## config.mk

```make
export PLATFORM = sky130hd
export DESIGN_NAME = lw_sha_msg_sched
export DESIGN_NICKNAME = d
export VERILOG_FILES = /design/src/rtl/lw_sha_pkg.sv /design/src/rtl/lw_sha_sched_sigma.sv /design/src/rtl/lw_sha_msg_sched.sv
export SDC_FILE = /design/constraint.sdc
export NUM_CORES = 2
export LEC_CHECK = 0
export CORE_UTILIZATION = 55
export CTS_BUF_LIST = sky130_fd_sc_hd__clkbuf_8
export DETAILED_ROUTE_END_ITERATION = 8
export PLACE_DENSITY = 0.72
export SYNTH_ARGS = -nofsm -noshare
export SYNTH_HDL_FRONTEND = slang
export SYNTH_SLANG_ARGS = --single-unit
```

## constraint.sdc

```tcl
create_clock -name clk -period 21.6 [get_ports clk]
set_input_delay 4.32 -clock clk [delete_from_list [all_inputs] [get_ports clk]]
set_output_delay 4.32 -clock clk [all_outputs]
set_load 0.1 [all_outputs]
```

## src/rtl/lw_sha_pkg.sv

```systemverilog
// lw_sha_pkg: shared types plus byte-rotation masking and sigma helpers for the lightweight SHA core
package lw_sha_pkg;

    typedef enum logic [1:0] {IDLE, LOAD, EXPAND} sched_state_e;

    localparam int SHA256_ROUNDS = 64;
    localparam int SHA512_ROUNDS = 80;

    function automatic logic [63:0] rotr64(input logic [63:0] x, input logic [5:0] n);
        logic [127:0] d;
        d = {x, x} >> n;
        return d[63:0];
    endfunction

    function automatic logic [63:0] rotl64(input logic [63:0] x, input logic [5:0] n);
        logic [127:0] d;
        d = {x, x} << n;
        return d[127:64];
    endfunction

    function automatic logic [31:0] rotr32(input logic [31:0] x, input logic [4:0] n);
        logic [63:0] d;
        d = {x, x} >> n;
        return d[31:0];
    endfunction

    function automatic logic [31:0] rotl32(input logic [31:0] x, input logic [4:0] n);
        logic [63:0] d;
        d = {x, x} << n;
        return d[63:32];
    endfunction

    // Masked form is {off, rotr(x, off*8)}; SHA-256 words rotate within the low 32 bits only
    function automatic logic [66:0] write_word(input logic [63:0] x, input logic [2:0] rnd, input logic mode);
        logic [2:0] off;
        off = mode ? rnd : {1'b0, rnd[1:0]};
        return mode ? {off, rotr64(x, {off, 3'b000})}
                    : {off, 32'b0, rotr32(x[31:0], {off[1:0], 3'b000})};
    endfunction

    function automatic logic [63:0] read_word(input logic [66:0] w, input logic mode);
        return mode ? rotl64(w[63:0], {w[66:64], 3'b000})
                    : {32'b0, rotl32(w[31:0], {w[65:64], 3'b000})};
    endfunction

    function automatic logic [63:0] sigma0(input logic [63:0] x, input logic mode);
        logic [31:0] y;
        y = x[31:0];
        return mode ? (rotr64(x, 6'd1) ^ rotr64(x, 6'd8) ^ (x >> 7))
                    : {32'b0, rotr32(y, 5'd7) ^ rotr32(y, 5'd18) ^ (y >> 3)};
    endfunction

    function automatic logic [63:0] sigma1(input logic [63:0] x, input logic mode);
        logic [31:0] y;
        y = x[31:0];
        return mode ? (rotr64(x, 6'd19) ^ rotr64(x, 6'd61) ^ (x >> 6))
                    : {32'b0, rotr32(y, 5'd17) ^ rotr32(y, 5'd19) ^ (y >> 10)};
    endfunction

endpackage

```

## src/rtl/lw_sha_sched_sigma.sv

```systemverilog
// lw_sha_sched_sigma: combinational W[t] = s1(W[t-2]) + W[t-7] + s0(W[t-15]) + W[t-16], mode-width sum
module lw_sha_sched_sigma
    import lw_sha_pkg::*;
(
    input  logic        mode,
    input  logic [63:0] w2,
    input  logic [63:0] w7,
    input  logic [63:0] w15,
    input  logic [63:0] w16,
    output logic [63:0] w_new
);
    logic [63:0] sum;
    always_comb begin
        sum   = sigma1(w2, mode) + w7 + sigma0(w15, mode) + w16;
        w_new = mode ? sum : {32'b0, sum[31:0]};
    end
endmodule

```

## src/rtl/lw_sha_msg_sched.sv

```systemverilog
// lw_sha_msg_sched: masked SHA-256/512 message schedule; 16-word circular buffer, one W per cycle
module lw_sha_msg_sched
    import lw_sha_pkg::*;
#(
    parameter int WORD_W = 64,
    parameter int ROT_W  = $clog2(WORD_W / 8),
    parameter int IDX_W  = 7
) (
    input  logic                    clk,
    input  logic                    rst,
    input  logic                    start,
    input  logic                    mode,
    input  logic                    msg_valid,
    output logic                    msg_ready,
    input  logic [WORD_W-1:0]       msg_word,
    input  logic [ROT_W-1:0]        rnd,
    output logic                    w_valid,
    input  logic                    w_ready,
    output logic [ROT_W+WORD_W-1:0] w_word,
    output logic [IDX_W-1:0]        w_idx,
    output logic                    busy,
    output logic                    done
);
    localparam int MW = ROT_W + WORD_W;

    sched_state_e     state;
    logic [IDX_W-1:0] t;
    logic [IDX_W-1:0] n_rounds;
    logic             mode_r;
    logic             md;
    logic             slot_free;
    logic             msg_acc;
    logic             gen;
    logic             last_out;
    logic [3:0]       i0, i2, i7, i15;
    logic [63:0]      u2, u7, u15, u16, w_new;
    logic [MW-1:0]    mw_load, mw_exp;
    logic [MW-1:0]    wbuf [16];

    function automatic logic [66:0] widen(input logic [MW-1:0] m);
        return {3'(m[MW-1:WORD_W]), 64'(m[WORD_W-1:0])};
    endfunction

    function automatic logic [MW-1:0] narrow(input logic [66:0] m);
        return {m[64+ROT_W-1:64], m[WORD_W-1:0]};
    endfunction

    // A 32-bit build can only run SHA-256
    always_comb begin
        md        = (WORD_W == 64) && mode_r;
        n_rounds  = md ? IDX_W'(SHA512_ROUNDS) : IDX_W'(SHA256_ROUNDS);
        slot_free = !w_valid || w_ready;
        msg_ready = (state == LOAD) && slot_free;
        msg_acc   = msg_ready && msg_valid;
        gen       = (state == EXPAND) && (t != n_rounds) && slot_free;
        last_out  = (state == EXPAND) && (t == n_rounds) && w_valid && w_ready;
        busy      = state != IDLE;
        i0        = t[3:0];
        i2        = i0 - 4'd2;
        i7        = i0 - 4'd7;
        i15       = i0 + 4'd1;
        u2        = read_word(widen(wbuf[i2]), md);
        u7        = read_word(widen(wbuf[i7]), md);
        u15       = read_word(widen(wbuf[i15]), md);
        u16       = read_word(widen(wbuf[i0]), md);
        mw_load   = narrow(write_word(64'(msg_word), 3'(rnd), md));
        mw_exp    = narrow(write_word(w_new, 3'(rnd), md));
    end

    lw_sha_sched_sigma u_sigma (
        .mode  (md),
        .w2    (u2),
        .w7    (u7),
        .w15   (u15),
        .w16   (u16),
        .w_new (w_new)
    );

    always_ff @(posedge clk) begin
        if (rst) begin
            state   <= IDLE;
            t       <= '0;
            mode_r  <= 1'b0;
            w_valid <= 1'b0;
            w_word  <= '0;
            w_idx   <= '0;
            done    <= 1'b0;
        end else begin
            done <= last_out;
            if (msg_acc || gen) begin
                w_valid <= 1'b1;
                w_word  <= msg_acc ? mw_load : mw_exp;
                w_idx   <= t;
                t       <= t + IDX_W'(1);
            end else if (w_ready) begin
                w_valid <= 1'b0;
            end
            if (state == IDLE && start) begin
                state  <= LOAD;
                mode_r <= mode;
                t      <= '0;
            end else if (msg_acc && t == IDX_W'(15)) begin
                state <= EXPAND;
            end else if (last_out) begin
                state <= IDLE;
            end
        end
    end

    // W[t] overwrites W[t-16], which this cycle's sum has just consumed
    always_ff @(posedge clk) begin
        if (msg_acc || gen) wbuf[i0] <= msg_acc ? mw_load : mw_exp;
    end

endmodule

```

==> After elaboration in Yosys (flattened, before gate mapping) <==
Memories as Yosys holds them, arrays and structs flattened. A register that Yosys moved wholly into a read port is not among the register bits.
Index checks and enable logic that the tools add are counted.
{ "classes": {"shift": 12, "reduce_logical": 18, "n_addsub": 7, "bitwise_logic": 8, "eq_ne": 5, "n_mux": 21} }
{ "op_table": {"columns": ["cell", "count"], "rows": [
  ["$mux 64", 10],
  ["$shl 128x6->128", 4],
  ["$shl 64x5->64", 4],
  ["$shr 128x6->64", 2],
  ["$add 64x64->64", 3],
  ["$shr 64x5->32", 2],
  ["$xor 64x64->64", 2],
  ["$xor 32x32->32", 2],
  ["$xor 64x57->64", 1],
  ["$xor 64x58->64", 1],
  ["$xor 32x22->32", 1],
  ["$xor 32x29->32", 1],
  ["$logic_and 1x1->1", 9],
  ["$mux 4", 2],
  ["$add 7x1->7 const B", 1],
  ["$eq 7x4->1 const B", 1],
  ["$eq 7x7->1", 1],
  ["$ne 7x7->1", 1],
  ["$reduce_bool 2->1", 3],
  ["$mux 1", 5],
  ["$mux 5", 1],
  ["$add 4x1->4 const B", 1],
  ["$mux 2", 2],
  ["$sub 4x2->4 const B", 1],
  ["9 further kinds", 10]
]} }
{ "word_totals": {"mem_count": 1, "ff_bits": 86, "elab_cells": 80, "input_bits": 73, "mem_bits_rw": 1072} }
{ "memory_table": {"columns": ["memory", "depth", "word_bits", "rd", "rd_ports_with_merged_regs", "write_ports", "line_no", "rtl"], "rows": [
  ["wbuf", 16, 67, 4, 1, 1, "lw_sha_msg_sched.sv:38", "logic [MW-1:0] wbuf [16];"]
]} }

==> Longest topological paths before layout <==
An unclocked memory read counts as a cell.
{ "logic_depth": {"depth_word": 14, "depth_mapped": 45, "ltp_nobuf": 33} }

==> By module <==
From an unflattened synthesis, not the netlist that was laid out.
{ "hier_totals": {"hier_cells": 7428, "area_unflattened_um2": 89185.5} }
{ "by_module_without_submodules": {"columns": ["mod", "area_per_inst_um2", "instances", "cells_per_inst"], "rows": [
  ["lw_sha_msg_sched", 78220.0, 1, 5955],
  ["lw_sha_sched_sigma", 10965.5, 1, 1473]
]} }

==> Worst setup path before layout <==
Ideal clock, no wire load.
{ "synth_path": {"kind": "input-to-reg", "from": "in msg_valid", "to": "mem wbuf[2][0] (netlist name), enable pin", "setup_slack_ns": 11.168, "setup_time_ns": 0.574, "cell_stages": 7, "arrival_ns": 9.857, "path_cell_list": "nand2_1 o21ai_0 and2_1 clkbuf_1 clkbuf_1 nand2_1 nor3_1"} }
{ "synth_between": {"elab_chain_cells": 4} }
{ "synth_rtl": {"columns": ["element", "line_no", "rtl"], "rows": [
  ["start, declared", "lw_sha_msg_sched.sv:13", "input logic msg_valid,"],
  ["$logic_and 1x1->1", "lw_sha_msg_sched.sv:54", "msg_acc = msg_ready && msg_valid;"],
  ["$logic_or 1x1->1", "lw_sha_msg_sched.sv:112", "if (msg_acc || gen) wbuf[i0] <= msg_acc ? mw_load : mw_exp;"],
  ["$mux 1 (2 in series)", "lw_sha_msg_sched.sv:112", null],
  ["end, declared", "lw_sha_msg_sched.sv:38", null]
]} }
No other way between the ends.

==> Worst setup path after layout <==
{ "layout_path": {"from": "reg t[0]", "to": "mem wbuf[3][37] (netlist name), data pin"} }
{ "layout_between": {"elab_chain_cells": 14, "word_cells_on_any_way": 30, "cone_classes": "add/sub: 6; shift: 7; mux: 8; bitwise: 8; memory: 1"} }
{ "layout_rtl": {"columns": ["element", "line_no", "rtl"], "rows": [
  ["start, declared", "lw_sha_msg_sched.sv:27", "logic [IDX_W-1:0] t;"],
  ["start signal, assigned", "lw_sha_msg_sched.sv:94", "t <= t + IDX_W'(1);"],
  ["$sub 4x2->4", "lw_sha_msg_sched.sv:59", "i2 = i0 - 4'd2;"],
  ["$mem_v2 16x67 *", null, null],
  ["$shl 128x6->128 / $shl 64x5->64 (equally long branches)", "lw_sha_pkg.sv:17, lw_sha_pkg.sv:29", null],
  ["$mux 64", "lw_sha_pkg.sv:42", "return mode ? rotl64(w[63:0], {w[66:64], 3'b000})"],
  ["$xor 32x32->32 / $xor 64x64->64 (equally long branches)", "lw_sha_pkg.sv:57, lw_sha_pkg.sv:56", null],
  ["$xor 32x22->32 / $xor 64x58->64 (equally long branches)", "lw_sha_pkg.sv:57, lw_sha_pkg.sv:56", null],
  ["$mux 64", "lw_sha_pkg.sv:56", "return mode ? (rotr64(x, 6'd19) ^ rotr64(x, 6'd61) ^ (x >> 6))"],
  ["$add 64x64->64", "lw_sha_sched_sigma.sv:14", "sum = sigma1(w2, mode) + w7 + sigma0(w15, mode) + w16;"],
  ["$add 64x64->64 * (2 in series)", "lw_sha_sched_sigma.sv:14", null],
  ["$mux 64 *", "lw_sha_sched_sigma.sv:15", "w_new = mode ? sum : {32'b0, sum[31:0]};"],
  ["$shr 128x6->64 *", "lw_sha_pkg.sv:11", "d = {x, x} >> n;"],
  ["$mux 64 *", "lw_sha_pkg.sv:37", "return mode ? {off, rotr64(x, {off, 3'b000})}"],
  ["$mux 64 *", "lw_sha_msg_sched.sv:112", null]
]} }
Mark *: on every way between the ends. The rest lies on a longest branch, timed or not.

==> impl_table.tex <==
\begin{tabular}{lr}
\hline
Metric & Value \\
\hline
\multicolumn{2}{l}{\textbf{GRT}} \\
\quad Initial antenna violation count & 25 \\
\quad Total congestion overflow after global routing & 0 \\
\quad Wire length of the first global-routing pass & 518.8 mm \\
\quad Pin count of the biggest net entering global routing & 123 \\
\quad Overall routing resource usage & 45.86\% \\
\quad Vias in the first global route & 67,450 \\
\multicolumn{2}{l}{\textbf{Setup path}} \\
\quad Critical R2R Capture & wbuf[3][37] \\
\quad Worst setup path class & reg -> reg \\
\quad Slowest-stage cell, CP & sky130\_fd\_sc\_hd\_\_o31ai\_1 \\
\quad FF-to-FF setup slack & 7300 ps \\
\quad RR Startpoint & t[0] \\
\quad Critical path arrival & 14,930 ps \\
\quad Family with the most delay on the worst path & compound AO/OA/AOI/OAI gates \\
\quad Stage delay of the slowest cell on the critical path & 1010 ps \\
\quad Cell type with the highest occurrence count on the critical path & sky130\_fd\_sc\_hd\_\_buf\_4 \\
\quad Buf+Inv Stages, Crit Path & 9 \\
\quad Required time at the endpoint of the critical path & 22,230 ps \\
\quad Kind of start point of the critical path & register \\
\quad R2R depth & 35 \\
\quad CP max FO & 101 \\
\quad Kind of capture point of the worst setup path & register \\
\multicolumn{2}{l}{\textbf{Place}} \\
\quad Half-perimeter wire length of the detailed placement result & 270.7 mm \\
\quad Pre-CTS worst setup slack & 7211 ps \\
\quad Number of input and output port buffers inserted & 150 \\
\quad Final weighted congestion in routability-driven placement & 1.119 \\
\multicolumn{2}{l}{\textbf{Drt}} \\
\quad Routed wirelength normalized by instance count & 39.79 um \\
\quad Iteration count of the initial detailed-routing pass & 8 \\
\quad Post-detailed-route count of antenna-violating nets & 0 \\
\quad Number of DRC markers after the initial detailed-route iteration & 12,300 \\
\quad Detailed-route via count & 71,210 \\
\quad Total detailed-routing wirelength & 375.9 mm \\
\quad Post-detailed-route via-to-cell ratio & 7.538 \\
\quad \# DRC & 0 \\
\multicolumn{2}{l}{\textbf{Cells and area}} \\
\quad Layout cell share with drive strength beyond 1 & 22.99\% \\
\quad Area of the multi-input gates & 0.05158 mm\^{}2 \\
\quad Total of fill cells in the finished design & 12,530 \\
\quad Post-synthesis to final-layout area growth & 8.269\% \\
\quad Core Util, Final & 59.88\% \\
\quad Net count, final & 7,389 \\
\quad Area of all sequential standard cells & 0.03402 mm\^{}2 \\
\multicolumn{2}{l}{\textbf{Flow run}} \\
\quad Total of max-cap violations & 2 \\
\multicolumn{2}{l}{\textbf{Synth}} \\
\quad Fraction of registers with async set or reset after synthesis & 0\% \\
\quad Biggest area contributors in the synthesized netlist & sky130\_fd\_sc\_hd\_\_edfxtp\_1, sky130\_fd\_sc\_hd\_\_mux4\_2, sky130\_fd\_sc\_hd\_\_mux2i\_1, sky130\_fd\_sc\_hd\_\_fa\_1, sky130\_fd\_sc\_hd\_\_nand2\_1 \\
\quad Most used standard cell by instance count after synthesis & sky130\_fd\_sc\_hd\_\_edfxtp\_1 \\
\quad FF+latch count, synth & 1,162 \\
\quad Share of Yosys cell area claimed by the top area cell type & 36.29\% \\
\quad Leading post-synthesis cells by instance count & sky130\_fd\_sc\_hd\_\_edfxtp\_1, sky130\_fd\_sc\_hd\_\_mux4\_2, sky130\_fd\_sc\_hd\_\_nand2\_1 \\
\quad Instance count of the mapped netlist & 7,168 \\
\quad Dominant register cell in the synthesized netlist & sky130\_fd\_sc\_hd\_\_edfxtp\_1 \\
\quad Synth Net Count & 7,436 \\
\quad Post-Syn Area & 0.08870 mm\^{}2 \\
\quad Sequential share of the synthesized area & 38.32\% \\
\quad Unique masters post-synth & 101 \\
\quad Yosys synthesis warning count & 0 \\
\quad Mean instance size in the synthesized netlist & 12.37 um\^{}2 \\
\quad Number of enable flip-flop cells after synthesis & 1,072 \\
\quad Yosys top cell by area & sky130\_fd\_sc\_hd\_\_edfxtp\_1 \\
\multicolumn{2}{l}{\textbf{STA}} \\
\quad Setup violations, final & 0 \\
\quad RSZ-0062 raised after global routing & no \\
\quad Worst Max-Slew Pin Slew & 1587 ps \\
\quad Total Negative Setup Slacks & 0 ps \\
\quad Time the worst path needs with I/O delays and setup & 14,300 ps \\
\quad Post-route fraction of the period consumed by the critical path & 66.21\% \\
\quad Peak Freq & 69.93 MHz \\
\quad Endpoints failing hold & 0 \\
\quad Count of final max-slew check failures & 2 \\
\quad Worst slew margin relative to its limit & -7.123\% \\
\quad Worst Setup Slack, final & 7299 ps \\
\quad Clock skew & 93.66 ps \\
\multicolumn{2}{l}{\textbf{Min path}} \\
\quad Startpoint of the worst hold path & w\_word[64] \\
\quad Hold Crit Class & reg -> reg \\
\quad Hold path cells & 2 \\
\quad Hold Crit Endpoint & w\_word[64] \\
\multicolumn{2}{l}{\textbf{Clock tree}} \\
\quad Clock slew seen by the registers of the worst setup and hold paths & 60 ps \\
\quad H-tree level count & 4 \\
\quad CTS resizes & 0 \\
\quad Number of clock buffers inserted by TritonCTS & 190 \\
\quad Clock tree sinks & 1,162 \\
\quad Maximum root-to-sink buffer count & 3 \\
\quad Clk Latency, worst-skew pair & 1040 ps \\
\quad Number of buffers inserted by hold repair at cts & 0 \\
\quad CTS tree & built \\
\quad Root cell of the clock tree & sky130\_fd\_sc\_hd\_\_clkbuf\_8 \\
\quad Number of setup buffers added after CTS & 0 \\
\multicolumn{2}{l}{\textbf{Floorplan}} \\
\quad Area enclosed by the die boundary & 0.1629 mm\^{}2 \\
\quad Number of primary I/O pins & 151 \\
\quad Starting Density & 55.31\% \\
\quad Die extent in y & 403.6 um \\
\quad Horiz. Die Dim & 403.6 um \\
\quad Total number of placement rows & 147 \\
\quad Core Box Area & 0.1604 mm\^{}2 \\
\multicolumn{2}{l}{\textbf{Power}} \\
\quad Leakage power total & 32.46 nW \\
\quad Total Power Consumption & 11.16 mW \\
\quad Power per cell area & 116.2 mW/mm\^{}2 \\
\quad Peak VDD IR & 124.9 uV \\
\multicolumn{2}{l}{\textbf{Outcome}} \\
\quad Result of the run & finished, violations left \\
\quad Failing checks & max-capacitance violations, max-slew violations \\
\hline
\end{tabular}
## worst min-delay path, stage by stage (launching register included)
cell and delay, ps:
sky130_fd_sc_hd__dfxtp_1 310, sky130_fd_sc_hd__nand2_1 50, sky130_fd_sc_hd__a21oi_1 50
## sequential cells by signal (all words and copies together) (netlist names), named ones only
register	flops
done	1
w_idx	7
t	7
md	1
w_word	67
wbuf	1072
state	2
w_valid	1
## per-layer routing
metal	up-vias	wire [um]	GRT usage, %
li1	28060	-	-
met1	35840	134200	60.67
met2	6214	166100	68.11
met3	1077	51270	13.46
met4	18	24170	25.39
met5	-	121	0
## through the flow
step | instance area [um^2] | hold WS, ps | cells
floorplan | 88700 | 464.8 | 7168
global placement | 92140 | 441.5 | 9088
detailed placement | 92180 | 450.4 | 9089
CTS | 96010 | 459.0 | 9438
global route | 96020 | 473.6 | 9440
finish | 96040 | 457.4 | 9447
## how the worst max path moves through the flow
stage	from	to	slack [ps]	depth (start not counted)
4_1_cts	t[0]	wbuf[3][37]	7080	35
2_1_floorplan	msg_valid	wbuf[2][0]	11170	7
3_5_place_dp	t[0]	wbuf[5][37]	7210	35
6_report	t[0]	wbuf[3][37]	7300	35
3_3_place_gp	t[0]	wbuf[6][45]	7360	35
5_1_grt	t[0]	wbuf[10][37]	6440	35
## where the power goes
part	internal [mW]	total, mW	switching (mW)
Clock	1.03	1.98	0.954
Sequential	3.14	3.18	0.0364
Combinational	1.63	6.00	4.37
Total	5.80	11.2	5.36
## area by class of cell
class	instances	area share, %
inverter	226	0.8898
tap	2160	2.814
multi-input combinational	5197	53.71
timing repair buffer	344	3.153
antenna	9	0.02345
clock inverter	155	1.210
clock buffer	194	2.780
sequential	1162	35.42
## layout by cell type (no fill, tap or decap), types with 194 or more instances in the layout
| master | instances |
|---|---|
| sky130_fd_sc_hd__inv_1 | 271 |
| sky130_fd_sc_hd__clkbuf_8 | 194 |
| sky130_fd_sc_hd__nand2_1 | 603 |
| sky130_fd_sc_hd__mux4_2 | 955 |
| sky130_fd_sc_hd__nor2_1 | 504 |
| sky130_fd_sc_hd__o21ai_0 | 295 |
| sky130_fd_sc_hd__mux2i_1 | 495 |
| sky130_fd_sc_hd__edfxtp_1 | 1072 |
| sky130_fd_sc_hd__xnor2_1 | 239 |
| sky130_fd_sc_hd__a21oi_1 | 415 |
## logic make-up (layout without fill, tap and decap cells)
kind of cell	count (synthesis)	count (layout)	share of synthesized area (%)
buffers and inverters	809	919	4.055
multiplexers	1603	1603	31.83
XOR/XNOR	375	375	3.758
other	0	9	0
adder cells (fa/ha/maj)	195	195	3.817
flip-flops	1162	1162	38.32
AO/OA/AOI/OAI	1477	1477	10.66
AND/OR/NAND/NOR	1547	1547	7.558
Note: power is estimated with default switching activity, not from simulation.
